**src/rtl/rect_fill_scheduler.sv**
```systemverilog
// rect_fill_scheduler: grants clear/draw jobs and scans the job
// rectangle in raster order, one registered framebuffer write per clock.
module rect_fill_scheduler #(
    parameter int SCREEN_W = 640,
    parameter int SCREEN_H = 480
) (
    input  logic        clk,
    input  logic        reset,
    input  logic        clear_req,
    input  logic [23:0] clear_color,
    output logic        clear_done,
    input  logic        draw_req,
    input  logic [9:0]  draw_x,
    input  logic [8:0]  draw_y,
    input  logic [9:0]  draw_w,
    input  logic [8:0]  draw_h,
    input  logic [23:0] draw_color,
    output logic        draw_ack,
    output logic        busy,
    output logic [9:0]  write_x,
    output logic [8:0]  write_y,
    output logic [23:0] write_color,
    output logic        wren
);

    localparam logic [1:0] S_IDLE = 2'd0;
    localparam logic [1:0] S_FILL = 2'd1;
    localparam logic [1:0] S_ACK  = 2'd2;

    localparam logic [10:0] SW = 11'(SCREEN_W);
    localparam logic [9:0]  SH = 10'(SCREEN_H);

    logic [1:0]  state;
    logic [10:0] x0;
    logic [10:0] x_end;
    logic [10:0] cur_x;
    logic [9:0]  y_end;
    logic [9:0]  cur_y;
    logic [23:0] color;
    logic        job_clear;
    logic        fill_done;

    logic [10:0] nxt_x;
    logic [9:0]  nxt_y;
    logic        on_screen;

    // Extra coordinate bit keeps x0+w / y0+h from wrapping.
    assign nxt_x     = cur_x + 11'd1;
    assign nxt_y     = cur_y + 10'd1;
    assign on_screen = (cur_x < SW) && (cur_y < SH);
    assign busy      = (state != S_IDLE);

    always_ff @(posedge clk or negedge reset) begin
        if (!reset) begin
            state       <= S_IDLE;
            x0          <= '0;
            x_end       <= '0;
            cur_x       <= '0;
            y_end       <= '0;
            cur_y       <= '0;
            color       <= '0;
            job_clear   <= 1'b0;
            fill_done   <= 1'b0;
            write_x     <= '0;
            write_y     <= '0;
            write_color <= '0;
            wren        <= 1'b0;
            draw_ack    <= 1'b0;
            clear_done  <= 1'b0;
        end else begin
            wren       <= 1'b0;
            draw_ack   <= 1'b0;
            clear_done <= 1'b0;
            case (state)
                S_IDLE: begin
                    if (clear_req) begin
                        state     <= S_FILL;
                        job_clear <= 1'b1;
                        x0        <= '0;
                        cur_x     <= '0;
                        cur_y     <= '0;
                        x_end     <= SW;
                        y_end     <= SH;
                        color     <= clear_color;
                        fill_done <= (SW == '0) || (SH == '0);
                    end else if (draw_req) begin
                        state     <= S_FILL;
                        job_clear <= 1'b0;
                        x0        <= {1'b0, draw_x};
                        cur_x     <= {1'b0, draw_x};
                        cur_y     <= {1'b0, draw_y};
                        x_end     <= {1'b0, draw_x} + {1'b0, draw_w};
                        y_end     <= {1'b0, draw_y} + {1'b0, draw_h};
                        color     <= draw_color;
                        fill_done <= (draw_w == '0) || (draw_h == '0);
                    end
                end
                S_FILL: begin
                    if (fill_done) begin
                        state      <= S_ACK;
                        draw_ack   <= !job_clear;
                        clear_done <= job_clear;
                    end else begin
                        write_x     <= cur_x[9:0];
                        write_y     <= cur_y[8:0];
                        write_color <= color;
                        wren        <= on_screen;
                        if (nxt_x == x_end) begin
                            cur_x <= x0;
                            cur_y <= nxt_y;
                            if (nxt_y == y_end) begin
                                fill_done <= 1'b1;
                            end
                        end else begin
                            cur_x <= nxt_x;
                        end
                    end
                end
                S_ACK: begin
                    state <= S_IDLE;
                end
                default: begin
                    state <= S_IDLE;
                end
            endcase
        end
    end

endmodule

```
**config.mk**
```make
export PLATFORM = sky130hd
export DESIGN_NAME = rect_fill_scheduler
export DESIGN_NICKNAME = d
export VERILOG_FILES = /design/src/rtl/rect_fill_scheduler.sv
export SDC_FILE = /design/constraint.sdc
export NUM_CORES = 1
export LEC_CHECK = 0
export ABC_CLOCK_PERIOD_IN_PS = 3950
export CELL_PAD_IN_SITES_DETAIL_PLACEMENT = 0
export CELL_PAD_IN_SITES_GLOBAL_PLACEMENT = 1
export CORE_ASPECT_RATIO = 1.2
export CORE_MARGIN = 5
export CORE_UTILIZATION = 39
export DETAILED_ROUTE_END_ITERATION = 10
export PLACE_DENSITY = 0.78
export SETUP_SLACK_MARGIN = 0.15
export SYNTH_ARGS = -nofsm -noshare
export SYNTH_HDL_FRONTEND = slang
export SYNTH_SLANG_ARGS = --single-unit
```
**constraint.sdc**
```tcl
create_clock -name clk -period 3.95 [get_ports clk]
set_input_delay 0.5925 -clock clk [delete_from_list [all_inputs] [get_ports clk]]
set_output_delay 0.5925 -clock clk [all_outputs]
set_load 0.05 [all_outputs]
```
==> flow_summary.yaml, run 1 <==
layout:
  area_growth_pct: 30.9
  nets: 1020
  num_antenna_cells: 0
  mostFrequentLayoutCells: "163 x nand2_1, 135 x clkdlybuf4s50_1, 126 x dfrtp_1"
  layout_commonest_cell: "nand2_1"
  fin_util: 0.521
  fill_cells: 1639
  drive_gt1_frac: 0.0685
route:
  wl_met2_mm: 9.33
  dr.first_iter.drc_count: 344
  drt-met1-wl_mm: 8.91
  remaining_drc_errors: 0
  wl_per_cell_um: 17.5
  first_pass_iters: 4
  viasPerCell: 5.39
  route.met3.wl_mm: 1.33
  drt.antenna.violating_nets: 0
  num_vias: 6148
  routed_wl_mm: 20.0
  dr.max_layer_used: "met4"
synth:
  syn_nets: 899
  yosys_warnings: 0
  synth_top_area_frac: 0.451
  ys_seq_elements: 126
  syn-cell-area_mm2: 0.00699
  synth-main-ff-cell: "dfrtp_1"
  ys_async_sr_fraction: 1.00
  yosysUniqueCellTypes: 57
  synth_edf_count: 0
  syn_area_per_cell_um2: 8.89
  synthCells: 786
  synthTopCellsByArea: "dfrtp_1 45%, nand2_1 8.8%, o21ai_0 3.9%, ha_1 3.8%, a21oi_1 3.4%"
  ys_seq_area_frac: 0.451
  yosysTopAreaCell: "dfrtp_1"
clock_tree:
  htreeDepth: 4
  clockBufferDepth: 2
  path_clk_slew_ps: 70
  clock_latency_ps: 430
  cts-root-buf: "clkbuf_16"
  hold_buffers: 0
  cts_tree: "done"
  cts_made_buffers: 17
  postCtsSetupRepairBufs: 0
  cts_resized: 0
  cts.sinks: 126
timing:
  hold_slack_ps: 193
  timing.final.crit_period_ps: 3290
  period_share: 0.833
  rsz0062_at_grt: "no"
  tightest_slew_ps: 785
  max-slew-margin-rel: 0.476
  fin_tns_setup_ps: 0
  slew_violations: 0
  setup_viol: 0
  report.final.hold_viol_count: 0
  fmax_ghz: 0.304
  finClkSkew_ps: 8.16
pwr:
  peakVddDrop_v: 0.000436
  total_power_mw: 7.15
  intPower_mw: 4.02
  clkPwrFrac: 0.226
  power_density_mw_per_mm2: 782
  pwr-share-comb: 0.444
  power.switching_mw: 3.13
  seq_power_share: 0.330
  leakage_nw: 4.10
  swShare: 0.438
setup_path:
  critPathCapture: "cur_y[1]$_DFFE_PN0P_"
  r2r_end: "cur_y[1]$_DFFE_PN0P_"
  start_kind: "register"
  cp-end-kind: "register"
  reg2reg_slack_ps: 660
  worstPathArrival_ps: 3600
  r2r_start: "cur_x[0]$_DFFE_PN0P_"
  r2r.worst_path.cells: 8
  cp_data_required_time_ps: 4260
  critPathKind: "register to register"
  path_max_fanout: 9
  cp-startpoint: "cur_x[0]$_DFFE_PN0P_"
global_route:
  grt_max_degree: 78
  antenna_found_initial: 0
  grt_pass1_wl_mm: 32.5
  first_global_vias: 6160
  grt_remaining_overflow: 0
  track_usage: 0.195
floorplanning:
  start_util: 0.398
  io_pins: 137
  fp-row-count: 53
  die_h_um: 157
  die_w_um: 132
  die_area_mm2: 0.0207
  core-area_mm2: 0.0176
placed_design:
  gp_congestion: 0.890
  hpwlAfterDp_mm: 14.5
  numPortBuffers: 136
worst_hold_path:
  hold_path.class: "input port to asynchronous set/reset pin"
status:
  status: "finished, final reports clean"
job:
  cap_violations: 0
[area by class of cell]
type / instances / area (µm²) / area share
clock buffers: 17 / 425 / 0.0465
clock inverters: 15 / 176 / 0.0193
inverters: 25 / 93.8 / 0.0103
multi-input cells: 586 / 3540 / 0.387
flip-flops and latches: 126 / 3150 / 0.345
well taps: 220 / 275 / 0.0301
repair buffers: 151 / 1480 / 0.162
[registers in the layout, indices dropped and copies added (netlist names), 2 cells and up]
name         cells
color           24
cur_x           11
cur_y           10
state            2
write_color     24
write_x         10
write_y          9
x0              10
x_end           11
y_end           10
[power by group through the flow]
stage / Combinational [mW] / Clock [mW] / Sequential [mW]
final: 3.17 / 1.62 / 2.36
after global placement: 3.16 / 0 / 2.37
after CTS: 3.20 / 1.65 / 2.36
after detailed placement: 3.19 / 0 / 2.38
after floorplan: 1.64 / 0 / 2.87
after global routing: 3.48 / 1.71 / 2.45
[routing by layer]
| metal | global-route usage | vias to the layer above |
|---|---|---|
| met5 | 0 | - |
| met4 | 0.0708 | 0 |
| met3 | 0.0553 | 29 |
| met2 | 0.314 | 166 |
| met1 | 0.252 | 2914 |
| li1 | - | 3039 |
[per-stage QoR]
step / setup slack (ps) / cell area, µm² / cells
3_5_place_dp: 725 / 8550 / 1108
5_1_grt: 519 / 9150 / 1140
4_1_cts: 694 / 9150 / 1140
6_report: 662 / 9150 / 1140
2_1_floorplan: 1070 / 6990 / 786
3_3_place_gp: 826 / 8550 / 1108
[cells in the mapped netlist (5+ instances only)]
| master | n |
|---|---|
| a22oi_1 | 10 |
| mux2i_1 | 18 |
| inv_1 | 25 |
| a21oi_1 | 47 |
| o31ai_1 | 8 |
| o21ai_0 | 54 |
| ha_1 | 21 |
| a22o_1 | 14 |
| clkbuf_1 | 41 |
| nand2_1 | 163 |
| and2_1 | 5 |
| xnor2_1 | 22 |
| nor3_1 | 8 |
| and3_1 | 11 |
| or3_1 | 5 |
| o22ai_1 | 34 |
| dfrtp_1 | 126 |
| nand2b_1 | 8 |
| a211oi_1 | 8 |
| nor2b_1 | 7 |
| nand3_1 | 25 |
| nor4_1 | 12 |
| nor2_1 | 34 |
| xor2_1 | 13 |
[worst min-delay path by stage]
stage	endpoint	slack [ps]
after floorplan	clear_done$_DFF_PN0_	300
after global placement	draw_ack$_DFF_PN0_	440
after detailed placement	write_color[22]$_DFFE_PN0P_	450
after CTS	cur_x[4]$_DFFE_PN0P_	210
after global routing	cur_x[4]$_DFFE_PN0P_	240
final	cur_x[4]$_DFFE_PN0P_	190
[worst max-delay path, cell delays in order, from the launching register on]
cell	delay, ps
dfrtp_1	480
ha_1	330
nand2_1	170
nor2_1	480
nand3_1	200
or3_1	340
a2111o_1	480
a21oi_4	320
mux2_2	380
[kinds of logic after synthesis]
| kind of cell | after synthesis | share of synthesized area |
|---|---|---|
| simple gates | 293 | 0.188 |
| mux | 22 | 0.0322 |
| buf+inv | 74 | 0.0440 |
| compound gates | 212 | 0.194 |
| xor+xnor | 36 | 0.0471 |
| flops | 126 | 0.451 |
| fa+ha+maj | 23 | 0.0433 |
Power figures use the tool's default switching activity.
==> inputs of run 2 (changes only) <==
--- a/config.mk
+++ b/config.mk
@@ -5,14 +5,14 @@
 export SDC_FILE = /design/constraint.sdc
 export NUM_CORES = 1
 export LEC_CHECK = 0
-export ABC_CLOCK_PERIOD_IN_PS = 3950
+export ABC_CLOCK_PERIOD_IN_PS = 2700
 export CELL_PAD_IN_SITES_DETAIL_PLACEMENT = 0
 export CELL_PAD_IN_SITES_GLOBAL_PLACEMENT = 1
 export CORE_ASPECT_RATIO = 1.2
 export CORE_MARGIN = 5
-export CORE_UTILIZATION = 39
+export CORE_UTILIZATION = 36
 export DETAILED_ROUTE_END_ITERATION = 10
-export PLACE_DENSITY = 0.78
+export PLACE_DENSITY = 0.76
 export SETUP_SLACK_MARGIN = 0.15
 export SYNTH_ARGS = -nofsm -noshare
 export SYNTH_HDL_FRONTEND = slang
==> constraint.sdc (replaced) <==
create_clock -name clk -period 2.7 [get_ports clk]
set_input_delay 0.405 -clock clk [delete_from_list [all_inputs] [get_ports clk]]
set_output_delay 0.405 -clock clk [all_outputs]
set_load 0.05 [all_outputs]
==> run 2 against run 1 <==
  * Sequential share of layout area is 1.3 points lower
  * Critical path depth unchanged
  * Non-clock buffer count grew 33
  * Clock power grew 37%
  * Register-to-register slack worse by 670 ps
  * Combinational power rose by 59%
  * Highest routed layer unchanged
  * The run now ends with setup timing left
  * Final area increased by 3.9%
  * Clock-buffer cell count is 2 higher
  * Setup slack worse by 670 ps
  * Power grew 49%
  * Critical path type unchanged
==> flow_summary.yaml, run 2 (synthesized netlist as in run 1, its figures left out) <==
clock_tree:
  cts_tree: "done"
  htreeDepth: 4
  path_clk_slew_ps: 60
  cts-root-buf: "clkbuf_16"
  cts_made_buffers: 17
  cts.sinks: 126
  clock_latency_ps: 420
  clockBufferDepth: 2
pwr:
  clkPwrFrac: 0.209
  power_density_mw_per_mm2: 1120
  total_power_mw: 10.6
  peakVddDrop_v: 0.000780
  leakage_nw: 4.26
  pwr-share-comb: 0.475
  swShare: 0.434
  seq_power_share: 0.316
  intPower_mw: 6.02
  power.switching_mw: 4.62
layout:
  area_growth_pct: 36.0
  fin_util: 0.500
  regArea_mm2: 0.00315
  layout_commonest_cell: "nand2_1"
  drive_gt1_frac: 0.109
  mostFrequentLayoutCells: "162 x nand2_1, 134 x clkdlybuf4s50_1, 126 x dfrtp_1"
  multi_input_comb_area_mm2: 0.00361
  num_antenna_cells: 0
  fin_cells: 1209
  nets: 1053
  fill_cells: 1874
  reg.largest.list: "color: 24 flops, write_color: 24 flops"
worst_hold_path:
  hold_path.class: "input port to asynchronous set/reset pin"
timing:
  report.final.hold_viol_count: 0
  rsz0062_at_grt: "yes"
  fmax_ghz: 0.369
  setup_viol: 4
  max-slew-margin-rel: 0.235
  fin_tns_setup_ps: -46.7
  finClkSkew_ps: 10.7
  timing.final.crit_period_ps: 2710
  period_share: 1.00
  finalWorstSetupSlack_ps: -13.1
  tightest_slew_ps: 1150
  slew_violations: 0
route:
  dr.first_iter.drc_count: 367
  remaining_drc_errors: 0
  drt.antenna.violating_nets: 0
  routed_wl_mm: 20.6
  wl_per_cell_um: 17.1
  first_pass_iters: 5
  viasPerCell: 5.18
  num_vias: 6257
placed_design:
  hpwlAfterDp_mm: 15.0
  gp_congestion: 0.917
  numPortBuffers: 136
  dp_cells: 1176
global_route:
  antenna_found_initial: 0
  track_usage: 0.192
  grt_pass1_wl_mm: 33.8
  grt_remaining_overflow: 0
  grt_max_degree: 55
  first_global_vias: 6331
floorplanning:
  die_w_um: 137
  start_util: 0.368
  fp-row-count: 55
  die_h_um: 163
  core-area_mm2: 0.0190
  io_pins: 137
  die_area_mm2: 0.0223
setup_path:
  crit_path_cell_trace: "ha_4 -> xor2_2 -> a211oi_2 -> o2111ai_1 -> or4b_1 -> a2111o_1 -> a21oi_4 -> mux2_4"
  critPathKind: "register to register"
  slowest_delay_ps: 480
  r2r_start: "cur_x[0]$_DFFE_PN0P_"
  slowest_stage: "or4b_1"
  start_kind: "register"
  path_max_fanout: 5
  cp-startpoint: "cur_x[0]$_DFFE_PN0P_"
  worstPathArrival_ps: 3020
  cp_data_required_time_ps: 3000
  cp-end-kind: "register"
job:
  cap_violations: 0
status:
  violations: "setup timing"
  status: "finished, violations left"
## run 2: per-layer routing
| layer | up-vias | GRT usage | share of wire |
|---|---|---|---|
| met5 | - | 0 | 0 |
| met4 | 0 | 0.0626 | 0.019 |
| met3 | 22 | 0.0467 | 0.055 |
| met2 | 155 | 0.313 | 0.48 |
| met1 | 2977 | 0.250 | 0.44 |
| li1 | 3103 | - | - |
## run 2: cell type report
class,instances,area share
Multi-Input combinational cell,586,0.380
Clock buffer,19,0.0466
Timing Repair Buffer,184,0.184
Tap cell,256,0.0337
Sequential cell,126,0.332
Inverter,25,0.00987
Clock inverter,13,0.0136
## run 2: through the flow
step	hold WS [ps]	instance area (µm²)	setup WS, ps
global placement	337	8910	-0.397
finish	458	9510	-13.1
global route	490	9510	-136
CTS	459	9490	-29.9
floorplan	109	7050	-68.2
detailed placement	347	8910	-38.6
## run 2: what timing repair did
item / CTS / global route
pin swaps: 0 / 1
endpoints found under the setup margin: 21 / 22
hold buffers: 1 / 0
buffers inserted: 0 / 0
endpoints found under the hold margin: 36 / 0
cloned: 0 / 0
gates resized for setup: 0 / 4
## run 2: worst paths after layout
kind	to	slack, ps	cells past startpoint
setup / recovery	cur_y[6]$_DFFE_PN0P_	-10	8
hold / removal	write_color[12]$_DFFE_PN0P_	460	2
setup reg to reg	cur_y[6]$_DFFE_PN0P_	-10	8
hold reg to reg	draw_ack$_DFF_PN0_	460	1
max in group asynchronous	cur_x[0]$_DFFE_PN0P_	1550	3
min in group clk	draw_ack$_DFF_PN0_	460	1
## run 2: critical path, delay by kind of cell, from the launching register on
kind / cells / cell delay [ps]
xor+xnor: 1 / 180
mux: 1 / 330
fa+ha+maj: 1 / 260
compound gates: 4 / 940
simple gates: 1 / 480
flops: 1 / 410
## run 2: power by group through the flow
stage               clock [mW]  combinational (mW)  sequential [mW]
floorplan                    0                2.47             4.21
global placement             0                5.00             3.37
detailed placement           0                5.03             3.38
CTS                       2.28                5.06             3.36
global route              2.35                5.54             3.49
finish                    2.22                5.05             3.37
==> inputs of run 3 (changes only) <==
--- a/config.mk
+++ b/config.mk
@@ -10,9 +10,10 @@
 export CELL_PAD_IN_SITES_GLOBAL_PLACEMENT = 1
 export CORE_ASPECT_RATIO = 1.2
 export CORE_MARGIN = 5
-export CORE_UTILIZATION = 36
+export CORE_UTILIZATION = 43
 export DETAILED_ROUTE_END_ITERATION = 10
-export PLACE_DENSITY = 0.76
+export DONT_BUFFER_PORTS = 1
+export PLACE_DENSITY = 0.74
 export SETUP_SLACK_MARGIN = 0.15
 export SYNTH_ARGS = -nofsm -noshare
 export SYNTH_HDL_FRONTEND = slang
==> run 3 against run 2 <==
  * Via count shrank 6.9%
  * Hold slack lost 770 ps
  * Global-route usage rose by 1.8 points
  * Non-clock buffer count shrank 151
  * The flow finishes with violations (hold timing, setup timing)
  * Power shrank 7.6%
  * Clock-buffer cell count is 2 higher
  * Sequential share of layout area grew 6.5 points
  * Highest routed layer unchanged
  * Sequential power increased by 34%
  * First-iteration DRC count down 11%
  * Critical endpoint is now cur_y[9]$_DFFE_PN0P_
  * Largest power group is now sequential cells
  * Combinational power is 38% lower
  * Clock skew fell by 2.0 ps
  * Setup slack got worse by 25 ps
==> flow_summary.yaml, run 3 (synthesized netlist as in run 1, its figures left out) <==
floorplanning:
  fp-row-count: 51
  start_util: 0.435
  die_w_um: 126
  core-area_mm2: 0.0161
  die_area_mm2: 0.0189
  die_h_um: 150
  io_pins: 137
setup_path:
  cp-end-kind: "register"
  worstPathArrival_ps: 3030
  critPathKind: "register to register"
  start_kind: "register"
  path_max_fanout: 6
  cp_data_required_time_ps: 2990
status:
  violations: "hold timing, setup timing"
  status: "finished, violations left"
placed_design:
  placed_cell_area_mm2: 0.00735
  hpwlAfterDp_mm: 14.0
  numPortBuffers: 0
  gp_congestion: 0.918
  dp_cells: 981
timing:
  hold_slack_ps: -311
  fmax_ghz: 0.365
  period_share: 1.01
  finClkSkew_ps: 8.75
  setup_viol: 4
  report.final.hold_viol_count: 126
  fin_tns_setup_ps: -147
  max-slew-margin-rel: 0.284
  rsz0062_at_grt: "yes"
  finalWorstSetupSlack_ps: -37.6
  slew_violations: 0
  timing.final.crit_period_ps: 2740
  tightest_slew_ps: 1070
layout:
  drive_gt1_frac: 0.105
  layout_commonest_cell: "nand2_1"
  fin_cells: 1013
  num_antenna_cells: 0
  reg.largest.list: "color: 24 flops, write_color: 24 flops"
  area_growth_pct: 13.7
  design_area_mm2: 0.00795
  mostFrequentLayoutCells: "162 x nand2_1, 126 x dfrtp_1, 53 x o21ai_0"
  nets: 902
clock_tree:
  htreeDepth: 4
  cts.sinks: 126
  clock_latency_ps: 410
  path_clk_slew_ps: 50
  cts-root-buf: "clkbuf_16"
  clockBufferDepth: 2
  cts_tree: "done"
  cts_made_buffers: 17
pwr:
  leakage_nw: 3.65
  total_power_mw: 9.83
  peakVddDrop_v: 0.000608
  power_density_mw_per_mm2: 1240
route:
  viasPerCell: 5.75
  num_vias: 5826
  routed_wl_mm: 19.4
  dr.first_iter.drc_count: 326
  wl_per_cell_um: 19.2
  first_pass_iters: 5
  remaining_drc_errors: 0
  drt.antenna.violating_nets: 0
global_route:
  grt_pass1_wl_mm: 31.8
  first_global_vias: 6092
  track_usage: 0.210
  antenna_found_initial: 0
  grt_remaining_overflow: 0
  grt_max_degree: 127
job:
  cap_violations: 0
worst_hold_path:
  hold_path.class: "input port to asynchronous set/reset pin"
[run 3: cell count changes in the layout (fill, tap and decap cells not counted), sizes merged]
cell	before	now
inv	31	25
bufinv	1	2
clkinvlp	2	5
clkbuf	19	21
buf	49	33
clkinv	4	3
dlygate4sd3	1	0
clkdlybuf4s50	134	0
[run 3: through the flow]
step / util / setup WS, ps
2_1_floorplan: - / -68.2
6_report: 0.494 / -37.6
3_5_place_dp: 0.457 / -36.8
5_1_grt: 0.494 / -160
4_1_cts: 0.494 / -31.3
3_3_place_gp: 0.457 / -29.2
[run 3: repair_timing]
action / CTS / global route
gates cloned: 0 / 0
buffers inserted: 1 / 0
hold endpoints to repair: 126 / 126
gates resized for setup: 2 / 2
endpoints found under the setup margin: 21 / 21
[run 3: final cells by class]
cell class	instances	area (µm²)
clock buffer	21	450
fill	1557	8130
clock inverter	10	116
timing repair buffer	33	251
tap	212	265
inverter	25	93.8
sequential	126	3150
multi-input combinational	586	3620
[run 3: power by group]
part	internal (mW)	switching [mW]	leakage, nW	total [mW]
logic	1.42	1.72	1.78	3.13
clock network	1.37	0.825	0.261	2.20
registers	2.67	1.83	1.60	4.50
[run 3: final timing paths]
check	startpoint	endpoint	slack [ps]	cells past startpoint
min reg2reg	job_clear$_DFFE_PN0P_	draw_ack$_DFF_PN0_	450	1
min	reset	x_end[6]$_DFFE_PN0P_	-310	0
max in group asynchronous	reset	y_end[9]$_DFFE_PN0P_	2810	0
min in group clk	draw_x[0]	x0[0]$_DFFE_PN0P_	120	2
max	cur_x[0]$_DFFE_PN0P_	cur_y[9]$_DFFE_PN0P_	-40	8
max reg2reg	cur_x[0]$_DFFE_PN0P_	cur_y[9]$_DFFE_PN0P_	-40	8
[run 3: layer usage]
| metal | GRT usage | part of all wire |
|---|---|---|
| met3 | 0.0685 | 0.075 |
| met4 | 0.0810 | 0.024 |
| met1 | 0.267 | 0.43 |
| met5 | 0 | 0 |
| met2 | 0.334 | 0.47 |
[run 3: critical path: stages (launching register included)]
cell and delay [ps]:
dfrtp_1 410, ha_4 260, xor2_2 180, a211oi_2 200
o2111ai_1 120, or4b_1 480, a2111o_1 370, a21oi_4 280
mux2_4 330
